==> src/rtl/branch_resolve_queue_pkg.sv <==
// Shared types for the branch resolve queue: entry layout, FSM states and fetch granularity.
package brq_pkg;

  localparam int INSTR_BYTES = 4;
  // Entry storage width; the top-level bit_width must not exceed it.
  localparam int BRQ_PC_W    = 32;

  typedef enum logic {
    RUN     = 1'b0,
    RECOVER = 1'b1
  } brq_state_t;

  typedef struct packed {
    logic [BRQ_PC_W-1:0] pc;
    logic                predTaken;
    logic [BRQ_PC_W-1:0] predTarget;
  } brq_entry_t;

endpackage

==> src/rtl/branch_resolve_queue_if.sv <==
// Fetch/execute/predictor-facing bundle of the branch resolve queue.
interface branch_resolve_queue_if #(
  parameter int bit_width = 32,
  parameter int DEPTH     = 4
);
  localparam int CW = $clog2(DEPTH + 1);

  logic                 push;
  logic [bit_width-1:0] pushPc;
  logic                 pushPredTaken;
  logic [bit_width-1:0] pushPredTarget;
  logic                 full;
  logic                 resolve;
  logic                 resolveTaken;
  logic [bit_width-1:0] resolveTarget;
  logic                 update;
  logic [bit_width-1:0] updatePc;
  logic                 reality;
  logic                 mispredict;
  logic [bit_width-1:0] redirectPc;
  logic [CW-1:0]        count;
  logic                 underflowErr;

  modport master (
    output push, pushPc, pushPredTaken, pushPredTarget,
    output resolve, resolveTaken, resolveTarget,
    input  full, update, updatePc, reality, mispredict, redirectPc, count, underflowErr
  );

  modport slave (
    input  push, pushPc, pushPredTaken, pushPredTarget,
    input  resolve, resolveTaken, resolveTarget,
    output full, update, updatePc, reality, mispredict, redirectPc, count, underflowErr
  );

endinterface

==> src/rtl/branch_resolve_queue_fifo.sv <==
// Circular in-order storage for predicted branches; flush empties the queue behind a popped head.
module brq_fifo
  import brq_pkg::*;
#(
  parameter  int DEPTH = 4,
  localparam int PW    = $clog2(DEPTH),
  localparam int CW    = $clog2(DEPTH + 1)
) (
  input  logic          clk,
  input  logic          rst_n,
  input  logic          push,
  input  brq_entry_t    push_entry,
  input  logic          pop,
  input  logic          flush,
  output brq_entry_t    head_entry,
  output logic [CW-1:0] count,
  output logic          full
);

  logic [PW-1:0] head_q, head_d;
  logic [PW-1:0] tail_q, tail_d;
  logic [CW-1:0] count_q, count_d;
  brq_entry_t    mem_q [DEPTH];

  always_comb begin
    head_d  = head_q;
    tail_d  = tail_q;
    count_d = count_q;
    if (pop) head_d = head_q + 1'b1;
    // Flush always accompanies the pop of the mispredicted head.
    if (flush) begin
      tail_d  = head_q + 1'b1;
      count_d = '0;
    end else begin
      if (push) tail_d = tail_q + 1'b1;
      count_d = count_q + CW'(push) - CW'(pop);
    end
  end

  always_ff @(posedge clk) begin
    if (!rst_n) begin
      head_q  <= '0;
      tail_q  <= '0;
      count_q <= '0;
    end else begin
      head_q  <= head_d;
      tail_q  <= tail_d;
      count_q <= count_d;
    end
  end

  always_ff @(posedge clk) begin
    if (push && !flush) mem_q[tail_q] <= push_entry;
  end

  assign head_entry = mem_q[head_q];
  assign count      = count_q;
  assign full       = (count_q == CW'(DEPTH));

endmodule

==> src/rtl/branch_resolve_queue.sv <==
// Tracks predicted branches oldest-first, trains the predictor and redirects fetch on mispredict.
//   state   | meaning
//   RUN     | normal push/resolve operation
//   RECOVER | one cycle after a redirect; pushes ignored, resolves count as underflow
module branch_resolve_queue
  import brq_pkg::*;
#(
  parameter int bit_width = 32,
  parameter int DEPTH     = 4
) (
  input logic                    clk,
  input logic                    rst_n,
  branch_resolve_queue_if.slave  bus
);

  localparam int CW = $clog2(DEPTH + 1);

  brq_entry_t           push_e, head_e;
  logic [CW-1:0]        fifo_count;
  logic                 fifo_full;
  logic [bit_width-1:0] head_pc, head_tgt, redirect_calc;
  logic                 run, pop, mis, push_ok;

  brq_state_t           state_q, state_d;
  logic                 update_q, update_d;
  logic [bit_width-1:0] update_pc_q, update_pc_d;
  logic                 reality_q, reality_d;
  logic                 mispredict_q, mispredict_d;
  logic [bit_width-1:0] redirect_pc_q, redirect_pc_d;
  logic                 underflow_q, underflow_d;

  always_comb begin
    push_e.pc         = BRQ_PC_W'(bus.pushPc);
    push_e.predTaken  = bus.pushPredTaken;
    push_e.predTarget = BRQ_PC_W'(bus.pushPredTarget);
    head_pc           = bit_width'(head_e.pc);
    head_tgt          = bit_width'(head_e.predTarget);
    redirect_calc     = bus.resolveTaken ? bus.resolveTarget
                                         : head_pc + bit_width'(INSTR_BYTES);
  end

  always_comb begin
    run     = (state_q == RUN);
    pop     = bus.resolve & run & (fifo_count != '0);
    mis     = pop & ((head_e.predTaken != bus.resolveTaken) |
                     (head_e.predTaken & bus.resolveTaken & (head_tgt != bus.resolveTarget)));
    push_ok = run & bus.push & ~fifo_full & ~mis;

    state_d       = mis ? RECOVER : RUN;
    update_d      = pop;
    update_pc_d   = pop ? head_pc : update_pc_q;
    reality_d     = pop ? bus.resolveTaken : reality_q;
    mispredict_d  = mis;
    redirect_pc_d = mis ? redirect_calc : redirect_pc_q;
    underflow_d   = underflow_q | (bus.resolve & ~pop);
  end

  always_ff @(posedge clk) begin
    if (!rst_n) begin
      state_q       <= RUN;
      update_q      <= 1'b0;
      update_pc_q   <= '0;
      reality_q     <= 1'b0;
      mispredict_q  <= 1'b0;
      redirect_pc_q <= '0;
      underflow_q   <= 1'b0;
    end else begin
      state_q       <= state_d;
      update_q      <= update_d;
      update_pc_q   <= update_pc_d;
      reality_q     <= reality_d;
      mispredict_q  <= mispredict_d;
      redirect_pc_q <= redirect_pc_d;
      underflow_q   <= underflow_d;
    end
  end

  brq_fifo #(.DEPTH(DEPTH)) u_fifo (
    .clk        (clk),
    .rst_n      (rst_n),
    .push       (push_ok),
    .push_entry (push_e),
    .pop        (pop),
    .flush      (mis),
    .head_entry (head_e),
    .count      (fifo_count),
    .full       (fifo_full)
  );

  assign bus.full         = fifo_full;
  assign bus.count        = fifo_count;
  assign bus.update       = update_q;
  assign bus.updatePc     = update_pc_q;
  assign bus.reality      = reality_q;
  assign bus.mispredict   = mispredict_q;
  assign bus.redirectPc   = redirect_pc_q;
  assign bus.underflowErr = underflow_q;

endmodule

==> src/flat_wrapper.sv <==
// flat-port wrapper written by rule: the top's interface ports become plain ports
module branch_resolve_queue_flat import brq_pkg::*;
#(
  parameter int bit_width = 32,
  parameter int DEPTH     = 4
)
  (clk, rst_n, bus_push, bus_pushPc, bus_pushPredTaken, bus_pushPredTarget, bus_resolve, bus_resolveTaken, bus_resolveTarget, bus_full, bus_update, bus_updatePc, bus_reality, bus_mispredict, bus_redirectPc, bus_count, bus_underflowErr);
  branch_resolve_queue_if #(.bit_width(bit_width), .DEPTH(DEPTH)) bus_i ();
  input logic clk;
  input logic rst_n;
  input wire logic [$bits(bus_i.push)-1:0] bus_push;
  input wire logic [$bits(bus_i.pushPc)-1:0] bus_pushPc;
  input wire logic [$bits(bus_i.pushPredTaken)-1:0] bus_pushPredTaken;
  input wire logic [$bits(bus_i.pushPredTarget)-1:0] bus_pushPredTarget;
  input wire logic [$bits(bus_i.resolve)-1:0] bus_resolve;
  input wire logic [$bits(bus_i.resolveTaken)-1:0] bus_resolveTaken;
  input wire logic [$bits(bus_i.resolveTarget)-1:0] bus_resolveTarget;
  output wire logic [$bits(bus_i.full)-1:0] bus_full;
  output wire logic [$bits(bus_i.update)-1:0] bus_update;
  output wire logic [$bits(bus_i.updatePc)-1:0] bus_updatePc;
  output wire logic [$bits(bus_i.reality)-1:0] bus_reality;
  output wire logic [$bits(bus_i.mispredict)-1:0] bus_mispredict;
  output wire logic [$bits(bus_i.redirectPc)-1:0] bus_redirectPc;
  output wire logic [$bits(bus_i.count)-1:0] bus_count;
  output wire logic [$bits(bus_i.underflowErr)-1:0] bus_underflowErr;
  assign bus_i.push = bus_push;
  assign bus_i.pushPc = bus_pushPc;
  assign bus_i.pushPredTaken = bus_pushPredTaken;
  assign bus_i.pushPredTarget = bus_pushPredTarget;
  assign bus_i.resolve = bus_resolve;
  assign bus_i.resolveTaken = bus_resolveTaken;
  assign bus_i.resolveTarget = bus_resolveTarget;
  assign bus_full = bus_i.full;
  assign bus_update = bus_i.update;
  assign bus_updatePc = bus_i.updatePc;
  assign bus_reality = bus_i.reality;
  assign bus_mispredict = bus_i.mispredict;
  assign bus_redirectPc = bus_i.redirectPc;
  assign bus_count = bus_i.count;
  assign bus_underflowErr = bus_i.underflowErr;
  branch_resolve_queue #(.bit_width(bit_width), .DEPTH(DEPTH)) u_core (.clk(clk), .rst_n(rst_n), .bus(bus_i));
endmodule
==> config.mk <==
export PLATFORM = sky130hd
export DESIGN_NAME = branch_resolve_queue_flat
export DESIGN_NICKNAME = d
export VERILOG_FILES = /design/src/rtl/branch_resolve_queue_pkg.sv /design/src/rtl/branch_resolve_queue_if.sv /design/src/rtl/branch_resolve_queue_fifo.sv /design/src/rtl/branch_resolve_queue.sv /design/src/flat_wrapper.sv
export SDC_FILE = /design/constraint.sdc
export NUM_CORES = 1
export LEC_CHECK = 0
export CAP_MARGIN = 20
export CORE_MARGIN = 2
export CORE_UTILIZATION = 39
export DETAILED_ROUTE_END_ITERATION = 8
export GPL_ROUTABILITY_DRIVEN = 0
export GPL_TIMING_DRIVEN = 1
export HOLD_SLACK_MARGIN = 0.05
export SLEW_MARGIN = 15
export SYNTH_ARGS = -nofsm -noshare
export SYNTH_HDL_FRONTEND = slang
export SYNTH_SLANG_ARGS = --single-unit
==> constraint.sdc <==
create_clock -name clk -period 16.1 [get_ports clk]
set_input_delay 2.415 -clock clk [delete_from_list [all_inputs] [get_ports clk]]
set_output_delay 2.415 -clock clk [all_outputs]
set_load 0.02 [all_outputs]
==> results of run 1 <==
[kinds of logic (layout without fill, tap and decap cells)]
logic type                 Yosys count  after routing  synth area share
AOI/OAI and AO/OA                   90             90           0.04749
buffers and inverters               56            257           0.02016
and+or+nand+nor                    212            212           0.07173
xor gates and xnor gates            65             65           0.04131
adders and majority gates            9              9          0.008717
muxes                              109            109            0.1322
DFF                                337            337            0.6784
[power by group]
part           switching (µW)  internal [µW]
clock network             323            470
logic                     452            346
registers                75.2           1110
total                     850           1930
[sequential cells by signal, indices dropped and copies added (netlist names), named ones only]
| register | count |
|---|---|
| u_core.bus.redirectPc | 32 |
| u_core.u_fifo.count | 3 |
| u_core.bus.underflowErr | 1 |
| u_core.u_fifo.tail_q | 2 |
| u_core.u_fifo.mem_q | 260 |
| u_core.bus.updatePc | 32 |
| u_core.bus.mispredict | 1 |
| u_core.bus.reality | 1 |
| u_core.u_fifo.head_q | 2 |
| u_core.bus.update | 1 |
[area by class of cell]
class                      instances  share of cell area
clock buffer                      44             0.05574
inverter                          11            0.002417
sequential                       337              0.5476
timing repair buffer             184              0.1061
tap                              455             0.03333
multi-input combinational        485              0.2445
clock inverter                    18             0.01033
[worst max-delay path by stage]
| stage | start | end | cells after the start |
|---|---|---|---|
| floorplan | bus_resolveTaken | u_core.u_fifo.mem_q[0][0] | 8 |
| global placement | bus_resolveTaken | u_core.u_fifo.mem_q[0][51] | 11 |
| detailed placement | bus_resolveTaken | u_core.u_fifo.mem_q[1][59] | 11 |
| CTS | bus_resolveTaken | u_core.u_fifo.mem_q[1][63] | 11 |
| global route | bus_resolveTaken | u_core.u_fifo.mem_q[0][29] | 11 |
| finish | bus_resolveTaken | u_core.u_fifo.mem_q[1][55] | 11 |
[placed cells by master, fill, tap and decap left out, types with 8 or more instances in the layout]
cell type / synthesis / final
xnor2_1: 32 / 32
dfxtp_1: 77 / 75
buf_4: 6 / 12
mux4_2: 58 / 58
xor2_1: 33 / 33
mux2i_1: 47 / 47
edfxtp_1: 260 / 260
nand4_1: 15 / 15
clkdlybuf4s50_1: 0 / 172
ha_1: 8 / 8
clkbuf_16: 0 / 37
o21ai_0: 19 / 19
nand3_1: 12 / 12
nand2_1: 132 / 132
a21o_1: 12 / 12
o211ai_1: 9 / 9
nor2_1: 8 / 8
and2_1: 10 / 10
inv_1: 10 / 10
a21boi_0: 33 / 33
[per-stage QoR]
step           cells  total power (µW)  area, µm²  hold slack (ns)
6_report        1534              2776      17080           0.4599
4_1_cts         1534              2808      17080           0.4617
3_3_place_gp    1472              2006      15950           0.4497
5_1_grt         1534              2908      17080           0.4774
2_1_floorplan    878              1723      13780           0.5364
3_5_place_dp    1472              2015      15950           0.4537
[routing by layer]
layer | global-route usage | wire [µm] | part of all wire | up-vias
li1 | - | - | - | 3670
met1 | 0.2564 | 15090 | 0.45 | 3924
met2 | 0.2891 | 15630 | 0.47 | 252
met3 | 0.02631 | 1731 | 0.052 | 56
met4 | 0.05373 | 823 | 0.025 | 2
met5 | 0 | 13 | 0.00039 | -
[worst min-delay path, delay by kind of cell (launching register included)]
family | cells | cell delay (ns)
mux | 1 | 0.05
simple gates | 1 | 0.05
flops | 1 | 0.31
==> impl.org, run 1 <==
** Min path
- The worst hold path begins at u_core.bus.redirectPc[2].
- Along the worst hold path, the cell count comes to 2.
- Hold path endpoint :: u_core.bus.redirectPc[2]
- The tightest min-delay check is of the reg -> reg type.

** Pwr
- Maximum ir drop on the vdd rail :: 112.8 µV
- Pwr dens :: 162.5 nW/µm²
- For this design the static power due to leakage is 0.005699 µW.

** Route
- After detailed routing, the average wire length per cell comes to 21.70 µm.
- Final ANT Viol Nets :: 0
- Remaining routing DRC violations :: 0
- Drt first-iter violations :: 531
- The routed layout has 7904 vias.
- Summed over all layers, the routed wires come to 33290 µm.
- First drt pass iteration count :: 5
- After detailed routing, the number of vias per cell comes to 5.153.

** Placed design
- PortBufs :: 173
- Placement-stage worst setup slack :: 9.081 ns
- Detailed placement ended at an HPWL of 22450 µm.

** Clocking
- Number of post-CTS setup repair buffers :: 0
- Clock-pin slew was measured on the worst setup and hold paths at 0.06 ns.
- Worst-Skew Late Latency :: 0.52 ns
- Total of hold buffers inserted after clock tree synthesis :: 0
- Clock Tree Root :: clkbuf_16
- TritonCTS built the clock tree.
- Post-CTS repair changed the size of 0 cells.
- TritonCTS Sinks :: 337
- In this run the number of H-tree levels came out at 2.
- The clock passes through at most 3 buffers.
- Number of buffers created by CTS :: 37

** Floorplan
- Measured along the y axis, the die boundary spans 192.0 µm.
- The floorplan has 68 rows.
- Initial cell density of the core :: 0.3980
- The die covers 36850 µm².
- During I/O placement, the number of pins put on the boundary was 174.
- Area of the core :: 34630 µm²
- The die is 192.0 µm wide.

** Global route
- Initial antenna violation count :: 1
- After global routing the overflow that remains totals 0.
- The number of global-route vias before repair was 7807.
- Wire length of the first global-routing pass :: 48550 µm
- Largest net degree at the start of global routing :: 71
- In the global route stage, overall resource usage came out at 0.1804.

** Setup path
- STA classifies the critical path startpoint as an input port.
- For this design, the slowest cell found on the critical path is and3_2.
- Among cell families on the critical path, the largest total delay comes from buffers and inverters.
- R2R setup slack :: 10.20 ns
- Walking the worst path, the cells encountered are clkdlybuf4s50_1 > buf_4 > ha_1 > a31oi_1 > o311ai_0 > nor4_1 > nand4_1 > o221ai_4 > buf_4 > and3_2 > buf_4.
- STA puts the critical path data required time at 16.24 ns.
- The largest single stage delay on the critical path is 0.71 ns.
- CP Buf/Inv Count :: 4
- Crit-path most repeated cell :: buf_4
- The number of cells on the worst reg-to-reg path is 11.
- STA classifies the critical path endpoint as a register.
- Worst flop-to-flop path endpoint :: u_core.u_fifo.mem_q[1][55]
- At the worst endpoint, the arrival time is 6.60 ns.
- Kind of critical path :: in -> reg
- Peak fanout along the critical path :: 43

** STA
- The total count of max-transition violations in the final report was 0.
- Clock skew :: 0.01865 ns
- The smallest clock period supported by the final layout is computed as 6.464 ns.
- Setup violations, final :: 0
- Setup slack closes at 9.636 ns.
- After routing, the total negative slack on setup checks comes to 0 ns.
- In the finished design, the share of the clock period the worst path needs comes to 0.4015.
- RSZ-0062 raised after global routing :: false
- Relative max-transition margin :: 0.2917
- Measured slew at the worst slew-check pin :: 1.063 ns
- Hold violation total from the final report :: 0
- Max Clk Rate :: 154.7 MHz

** Layout
- Final Util :: 0.4933
- Number of antenna repair diodes :: 0
- The final layout contains 1167 nets.
- Fill cells in the final layout number 2983.
- Fraction of layout instances using a drive strength above 1 :: 0.1279
- Area growth from synthesis to layout :: 23.95%
- Across the whole layout, storage elements account for 9354 µm².
- Area of the multi-input gates :: 4177 µm²

** Yosys
- The share of synthesized area in the top cell type comes to 0.5666.
- Of the synthesized area, sequential elements account for 0.6784.
- Among all cell types in the netlist, the one instantiated most often is edfxtp_1.
- The synthesized design contains 260 enable-type register cells.
- Average instance area after synthesis :: 15.70 µm²
- Number of instances in the synthesized netlist :: 878
- During synthesis, Yosys emitted a total of 0 warnings.
- Of all flip-flops after synthesis, the portion carrying an async set or reset was 0.
- Most used standard cells in the synthesized netlist :: 260 x edfxtp_1, 132 x nand2_1, 77 x dfxtp_1, 58 x mux4_2, 47 x mux2i_1
- Leading area contributor after synthesis :: edfxtp_1
- Number of storage elements in the synthesis netlist :: 337
- Number of unique standard cell types used by synthesis :: 47
- Yosys attributes the largest share of cell area to edfxtp_1 57%, dfxtp_1 11%, mux4_2 9.5%.
- For this run, the leading register cell type out of synthesis is edfxtp_1.
- The cell area that synthesis handed to floorplanning was 13780 µm².
- Syn_nets :: 989

** Run status
- The run finished with clean final reports.

** Run
- Max_cap viols :: 0
Power figures use the tool's default switching activity.
==> run 2: changes to the inputs <==
==> constraint.sdc (replaced) <==
create_clock -name clk -period 6.2 [get_ports clk]
set_input_delay 0.93 -clock clk [delete_from_list [all_inputs] [get_ports clk]]
set_output_delay 0.93 -clock clk [all_outputs]
set_load 0.02 [all_outputs]
==> run 2 against run 1 <==
Net effect:
- non-clock buffer count up 5
- combinational power grew to 2.6 times the previous value
- worst hold slack worse by 0.00076 ns
- via count is 1.2% higher
- die area is the same
- sequential share of layout area fell by 0.47 points
==> impl.org, run 2 (synthesis results as in run 1) <==
** Setup path
- The number of logic stages on the critical path including buffering was 10 (-1).
- For this design, the slowest cell found on the critical path is dfxtp_4.
- The worst endpoint required time came to 6.36 ns (-9.88 ns).
- Worst flop-to-flop path endpoint :: u_core.u_fifo.mem_q[2][49]
- Peak fanout along the critical path :: 56 (+30%)
- The register-to-register setup slack was 1.54 ns (-8.66 ns).
- By startpoint and endpoint, the worst setup path is classified as reg -> reg.
- The length in cells of the worst reg-to-reg path was 10 (-1).
- The largest incremental delay on the critical path is 0.84 ns (+0.13 ns).
- Cells traversed along the worst timing path :: mux4_2 > ha_1 > a31oi_1 > o311ai_0 > nor4_1 > nand4_1 > o221ai_4 > buf_4 > and3_2 > buf_12
- The number of buffer and inverter stages on the critical path came to 2 (-2).
- STA classifies the critical path endpoint as a register.
- Data arrival time of the critical path :: 4.82 ns (-1.78 ns)
- Crit path max-delay family :: simple AND/OR/NAND/NOR gates
- Capture point of the worst path :: u_core.u_fifo.mem_q[2][49]
- STA classifies the critical path startpoint as a register.

** Global route
- GR Overflow Total :: 0 (unchanged)
- The global routing usage summed across all routing layers is 0.1849 (+0.004424).
- The number of antenna violations at the first check in global routing came to 1 (unchanged).
- The number of global-route vias before repair is 7857 (+0.64%).
- The maximum number of pins on one net before global-route repair was 64 (-9.9%).
- The wire length of the first global-routing pass was 49870 µm (+2.7%).

** Floorplan
- Die area :: 36850 µm² (unchanged)
- Initial cell density of the core :: 0.3980 (unchanged)
- The die height is 192.0 µm (unchanged).
- I/O pins :: 174 (unchanged)
- Area of the core :: 34630 µm² (unchanged)
- The number of placement rows is 68 (unchanged).
- Die X :: 192.0 µm (unchanged)

** Layout
- Leaving out fill and tap cells, the most frequent cells in the layout are 260 x edfxtp_1, 172 x clkdlybuf4s50_1, 132 x nand2_1, 75 x dfxtp_1, 58 x mux4_2.
- The fraction of layout cells with a size suffix above 1 is 0.1296 (+0.001699).
- Area growth from synthesis to layout :: 25.02%
- Summed area of non-filler cells in the final layout :: 17230 µm² (+0.86%)
- Most common cell after layout, fill and taps aside :: edfxtp_1
- Final Non-Filler Cells :: 1544 (+0.65%)
- The area occupied by multi-input gates came to 4177 µm² (unchanged).
- The total of fill cells in the finished design was 2958 (-0.84%).
- Largest register FFs :: 260 (unchanged)
- The layout net count is 1171 (+0.34%).
- Register ranked first by flip-flop count :: u_core.u_fifo.mem_q
- The sequential cell area in the final layout is 9354 µm² (unchanged).

** Clocking
- Total of cells resized after clock tree synthesis :: 0 (unchanged)
- The count of buffers added by post-CTS timing repair for setup is 0 (unchanged).
- The H-tree level count is 2 (unchanged).
- Number of buffers created by CTS :: 36 (-2.7%)
- TritonCTS Sinks :: 337 (unchanged)
- Clock Tree Root :: clkbuf_16
- TritonCTS built the clock tree.
- Total of hold buffers inserted after clock tree synthesis :: 0 (unchanged)
- Worst-Skew Late Latency :: 0.52 ns (about the same)
- The number of buffers on the longest clock path is 3 (unchanged).
- Clock transition time at the flip-flop clock pins of the worst setup and hold paths :: 0.06 ns (about the same)

** STA
- The accumulated negative setup slack was 0 ns (unchanged).
- Setup violations, final :: 0 (unchanged)
- Final worst hold slack :: 0.4591 ns (-0.0007650 ns)
- The tightest slew margin relative to the limit came to 0.3144 (+0.02275).
- The final-report hold violation count is 0 (unchanged).
- PnR worst setup slack :: 1.540 ns (-8.096 ns)
- Counting I/O delays and the setup requirement, the final critical path takes 4.660 ns.
- Clock skew :: 0.02329 ns (+0.004638 ns)
- Dividing the final minimum period by the clock period gives 0.7515.
- Setup repair after global routing left no endpoint under its margin.
- Measured slew at the worst slew-check pin :: 1.025 ns (-0.03791 ns)
- Max Clk Rate :: 214.6 MHz
- Max Transition Viols Final :: 0 (unchanged)

** Pwr
- The worst supply voltage drop on vdd came to 281.4 µV (+150%).
- Total leakage power :: 0.005765 µW (+1.2%)
- Pwr dens :: 427.4 nW/µm² (+160%)

** Route
- Drt first-iter violations :: 540 (+1.7%)
- The number of nets with antenna violations after routing came to 0 (unchanged).
- The number of vias per cell was 5.179 (+0.51%).
- The count of unresolved DRC violations after routing is 0 (unchanged).
- The aggregate routed wire length is 34160 µm (+2.6%).
- The total vias in the final route was 7996 (+1.2%).
- First drt pass iteration count :: 5 (unchanged)
- Wirelength per Cell :: 22.12 µm (+1.9%)

** Run status
- Result of the run :: completed

** Placed design
- Placement-stage worst setup slack :: 1.452 ns (-7.629 ns)
- Placed insts :: 1477 (+0.34%)
- Standard cell area after detailed placement :: 16030 µm² (+0.47%)
- The port buffer count came to 173 (unchanged).
- The post-detailed-placement half-perimeter wirelength is 23380 µm (+4.1%).

** Min path
- The path class of the tightest hold or removal check is reg -> reg.

** Run
- Max_cap viols :: 0 (unchanged)
[run 2: cell type report]
| type | instances | share of cell area |
|---|---|---|
| Sequential cell | 337 | 0.5429 |
| Multi-Input combinational cell | 485 | 0.2424 |
| Timing Repair Buffer | 189 | 0.1095 |
| Clock buffer | 50 | 0.05715 |
| Tap cell | 455 | 0.03304 |
| Clock inverter | 16 | 0.01242 |
| Inverter | 11 | 0.002397 |
| Antenna cell | 1 | 0.0001452 |
[run 2: power breakdown]
part | leakage, µW | total (µW) | internal (µW) | switching [µW]
clock | 0.000581 | 2170 | 1330 | 848
combinational | 0.00218 | 2110 | 925 | 1190
sequential | 0.00300 | 3080 | 2880 | 198
total | 0.00577 | 7360 | 5130 | 2230
[run 2: worst min-delay path by stage]
| stage | startpoint | slack [ns] | cells after the start | end |
|---|---|---|---|---|
| after floorplan | u_core.bus.redirectPc[12] | 0.54 | 2 | u_core.bus.redirectPc[12] |
| after global placement | u_core.bus.redirectPc[8] | 0.45 | 2 | u_core.bus.redirectPc[8] |
| after detailed placement | u_core.bus.redirectPc[1] | 0.46 | 2 | u_core.bus.redirectPc[1] |
| after CTS | u_core.bus.redirectPc[1] | 0.46 | 2 | u_core.bus.redirectPc[1] |
| after global routing | u_core.bus.redirectPc[2] | 0.48 | 2 | u_core.bus.redirectPc[2] |
| final | u_core.bus.redirectPc[1] | 0.46 | 2 | u_core.bus.redirectPc[1] |
[run 2: per-layer routing]
| layer | track usage | wire [µm] | vias up |
|---|---|---|---|
| met3 | 0.03453 | 1933 | 46 |
| li1 | - | - | 3700 |
| met2 | 0.2928 | 16030 | 233 |
| met1 | 0.2645 | 15540 | 4015 |
| met4 | 0.04521 | 648 | 2 |
| met5 | 0 | 13 | - |
[run 2: stage by stage]
| stage | power (µW) | util |
|---|---|---|
| finish | 7364 | 0.4975 |
| global route | 7703 | 0.4975 |
| CTS | 7455 | 0.4975 |
| detailed placement | 5273 | 0.4629 |
| global placement | 5244 | 0.4629 |
| floorplan | 4473 | - |
[run 2: worst register-to-register path, delay by kind of cell (launching register included)]
kind | cells | cell delay [ns]
mux | 1 | 0.60
buf+inv | 2 | 0.76
flops | 1 | 0.84
fa+ha+maj | 1 | 0.36
simple gates | 3 | 1.07
compound gates | 3 | 0.61
==> run 3: changes to the inputs <==
==> constraint.sdc (replaced) <==
create_clock -name clk -period 3.9 [get_ports clk]
set_input_delay 0.585 -clock clk [delete_from_list [all_inputs] [get_ports clk]]
set_output_delay 0.585 -clock clk [all_outputs]
set_load 0.02 [all_outputs]
==> run 3 against run 2 <==
Net effect:
- first-iteration DRC count is 1.9% higher
- setup slack got worse by 1.5 ns
- clock power increased by 57%
- sequential share of layout area down 1.4 points
- highest routed layer is now met4
==> impl.org, run 3 (synthesis results as in run 1) <==
** Run status
- The run finished with clean final reports.

** Layout
- Register ranked first by flip-flop count :: u_core.u_fifo.mem_q
- Summed area of non-filler cells in the final layout :: 17700 µm² (+2.7%)
- Fraction of layout instances using a drive strength above 1 :: 0.1690 (+0.03943)
- Area growth from synthesis to layout :: 28.41%
- The final antenna diode count is 0 (-1).
- The layout net count came to 1214 (+3.7%).
- The top cell types in the final layout, fill and taps aside, are 260 x edfxtp_1, 172 x clkdlybuf4s50_1, 131 x nand2_1, 75 x dfxtp_1, 58 x mux4_2.
- Filler cell count :: 2961 (+0.10%)
- Most common cell after layout, fill and taps aside :: edfxtp_1
- The flip-flop count of the largest register after layout came to 260 (unchanged).

** Min path
- The tightest min-delay check is of the reg -> reg type.
- The hold-critical path depth came to 2 (unchanged).
- Hold path endpoint :: u_core.bus.redirectPc[10]
- Worst hold start :: u_core.bus.redirectPc[10]

** STA
- The total count of max-transition violations in the final report was 0 (unchanged).
- The tightest slew margin relative to the limit came to 0.5684 (+0.2540).
- Max Clk Rate :: 259.6 MHz (+21%)
- The final critical delay including setup and external delays was 3.852 ns (-0.8078 ns).
- Final period util :: 0.9876 (+0.2361)
- Final worst hold slack :: 0.4575 ns (-0.001594 ns)
- Setup repair after global routing could not meet its margin everywhere.
- The final-report hold violation count was 0 (unchanged).
- The final worst clock skew is 0.01446 ns (-0.008828 ns).
- Measured slew at the worst slew-check pin :: 0.6414 ns (-0.3832 ns)
- Setup violations, final :: 0 (unchanged)
- Summed negative setup slack over all endpoints :: 0 ns (unchanged)

** Placed design
- The post-detailed-placement half-perimeter wirelength was 24280 µm (+3.9%).
- Standard cell area after detailed placement :: 16460 µm² (+2.7%)
- The port buffer count is 173 (unchanged).

** Route
- The count of unresolved DRC violations after routing was 0 (unchanged).
- The first-pass detailed-route iteration total was 7 (+2).
- Wirelength per Cell :: 21.95 µm (-0.79%)
- Total routed wirelength :: 34790 µm (+1.8%)
- Vias per std cell :: 5.195 (+0.31%)
- The starting DRC count in detailed routing came to 550 (+1.9%).
- The number of nets with antenna violations after routing was 0 (unchanged).
- The total vias in the final route was 8234 (+3.0%).

** Pwr
- Power after layout :: 11990 µW (+63%)
- The power per standard cell area was 677.7 nW/µm² (+59%).
- The leakage power came to 0.006014 µW (+4.3%).
- The worst supply voltage drop on vdd was 321.7 µV (+14%).

** Setup path
- Worst reg-to-reg path cell count :: 16 (+6)
- R2R setup slack :: 0.05 ns (-1.49 ns)
- Data arrival time of the critical path :: 4.25 ns (-0.57 ns)
- The endpoint identified for the worst register-to-register timing path is u_core.u_fifo.count[2].
- Critical path endpoint category :: register
- Crit-path most repeated cell :: ha_4
- Crit path launch type :: register
- Among all stages on the critical path, the largest delay is contributed by mux4_2.
- The number of buffer and inverter stages on the critical path came to 3 (+1).
- Crit path max-delay family :: simple AND/OR/NAND/NOR gates
- The signal on the critical path passes through buf_6 > mux4_2 > xor2_1 > nor4_1 > buf_4 > nand4_1 > or4_4 > o221ai_4 > nand2_4 > ha_4 > inv_2 > ha_4 > fa_2 > xnor2_2 > xnor2_1 > and3_1.
- The worst endpoint required time came to 4.29 ns (-2.07 ns).
- Crit path largest cell delay :: 0.48 ns (-0.36 ns)
- Kind of critical path :: reg -> reg
- Peak fanout along the critical path :: 8 (-86%)

** Clocking
- H-tree depth :: 2 (unchanged)
- The number of buffers added by the clock tree synthesis step was 37 (+2.8%).
- Worst-case clock buffer depth :: 3 (unchanged)
- CTS placed an instance of clkbuf_16 at the clock tree root.
- TritonCTS built the clock tree.
- TritonCTS Sinks :: 337 (unchanged)
- Clock transition time at the flip-flop clock pins of the worst setup and hold paths :: 0.06 ns (about the same)
- The insertion delay to the later sink of the worst-skew pair is 0.51 ns (about the same).
- The count of hold-fix buffers inserted at cts was 0 (unchanged).

** Global route
- Initial antenna violation count :: 0 (-1)
- Largest net degree at the start of global routing :: 62 (-3.1%)
- The number of global-route vias before repair is 8030 (+2.2%).
- GR Overflow Total :: 0 (unchanged)
- Overall fraction of global-route tracks in use :: 0.1894 (+0.004554)
- Wire length of the first global-routing pass :: 51090 µm (+2.4%)

** Floorplan
- I/O pins :: 174 (unchanged)
- The number of placement rows was 68 (unchanged).
- The core area came to 34630 µm² (unchanged).
- The die height is 192.0 µm (unchanged).
- Die area :: 36850 µm² (unchanged)
- Die X :: 192.0 µm (unchanged)
- Initial cell density of the core :: 0.3980 (unchanged)

** Run
- The reported max-cap violation count is 0 (unchanged).
==> run 3: per-layer routing <==
metal	vias up	GRT usage	share of wire
met2	242	0.3023	0.47
met4	0	0.04463	0.017
met3	41	0.02796	0.050
met5	-	0	0
met1	4169	0.2748	0.46
li1	3782	-	-
==> run 3: how the worst max path moves through the flow <==
stage                                  end  cells after the start
finish              u_core.u_fifo.count[2]                     16
global route        u_core.u_fifo.count[2]                     16
CTS                 u_core.u_fifo.count[2]                     15
detailed placement  u_core.u_fifo.count[2]                     15
global placement    u_core.u_fifo.count[2]                     15
floorplan           u_core.u_fifo.count[2]                     20
==> run 3: cell type report <==
type	count	area, µm²	area share
Inverter	11	41.29	0.002333
Clock buffer	54	1052	0.05946
Tap cell	455	569.3	0.03217
Multi-Input combinational cell	485	4232	0.2391
Sequential cell	337	9354	0.5286
Clock inverter	12	135.1	0.007636
Timing Repair Buffer	231	2312	0.1307
==> run 3: per-stage QoR <==
| stage | utilization | setup WS (ns) | instances |
|---|---|---|---|
| 2_1_floorplan | - | -0.1896 | 878 |
| 3_3_place_gp | 0.4752 | -0.08867 | 1515 |
| 3_5_place_dp | 0.4752 | -0.09485 | 1515 |
| 4_1_cts | 0.5098 | 0.003473 | 1582 |
| 5_1_grt | 0.5110 | -0.08818 | 1585 |
| 6_report | 0.5110 | 0.04826 | 1585 |
==> run 3: what timing repair did <==
item,in CTS,in global routing
pin swaps,2,2
buffers inserted,1,3
resized for setup,1,5
gates cloned,0,0
endpoints found under the setup margin,1,1
==> run 3: power by group <==
group | switching, µW | internal, µW
clock network | 1350 | 2070
logic | 2050 | 1720
registers | 235 | 4570
==> run 3: worst register-to-register path, stage by stage (launching register included) <==
cell	delay (ns)
dfxtp_4	0.42
buf_6	0.11
mux4_2	0.48
xor2_1	0.16
nor4_1	0.28
buf_4	0.15
nand4_1	0.14
or4_4	0.48
o221ai_4	0.19
nand2_4	0.08
ha_4	0.26
inv_2	0.04
ha_4	0.15
fa_2	0.37
xnor2_2	0.15
xnor2_1	0.12
and3_1	0.16
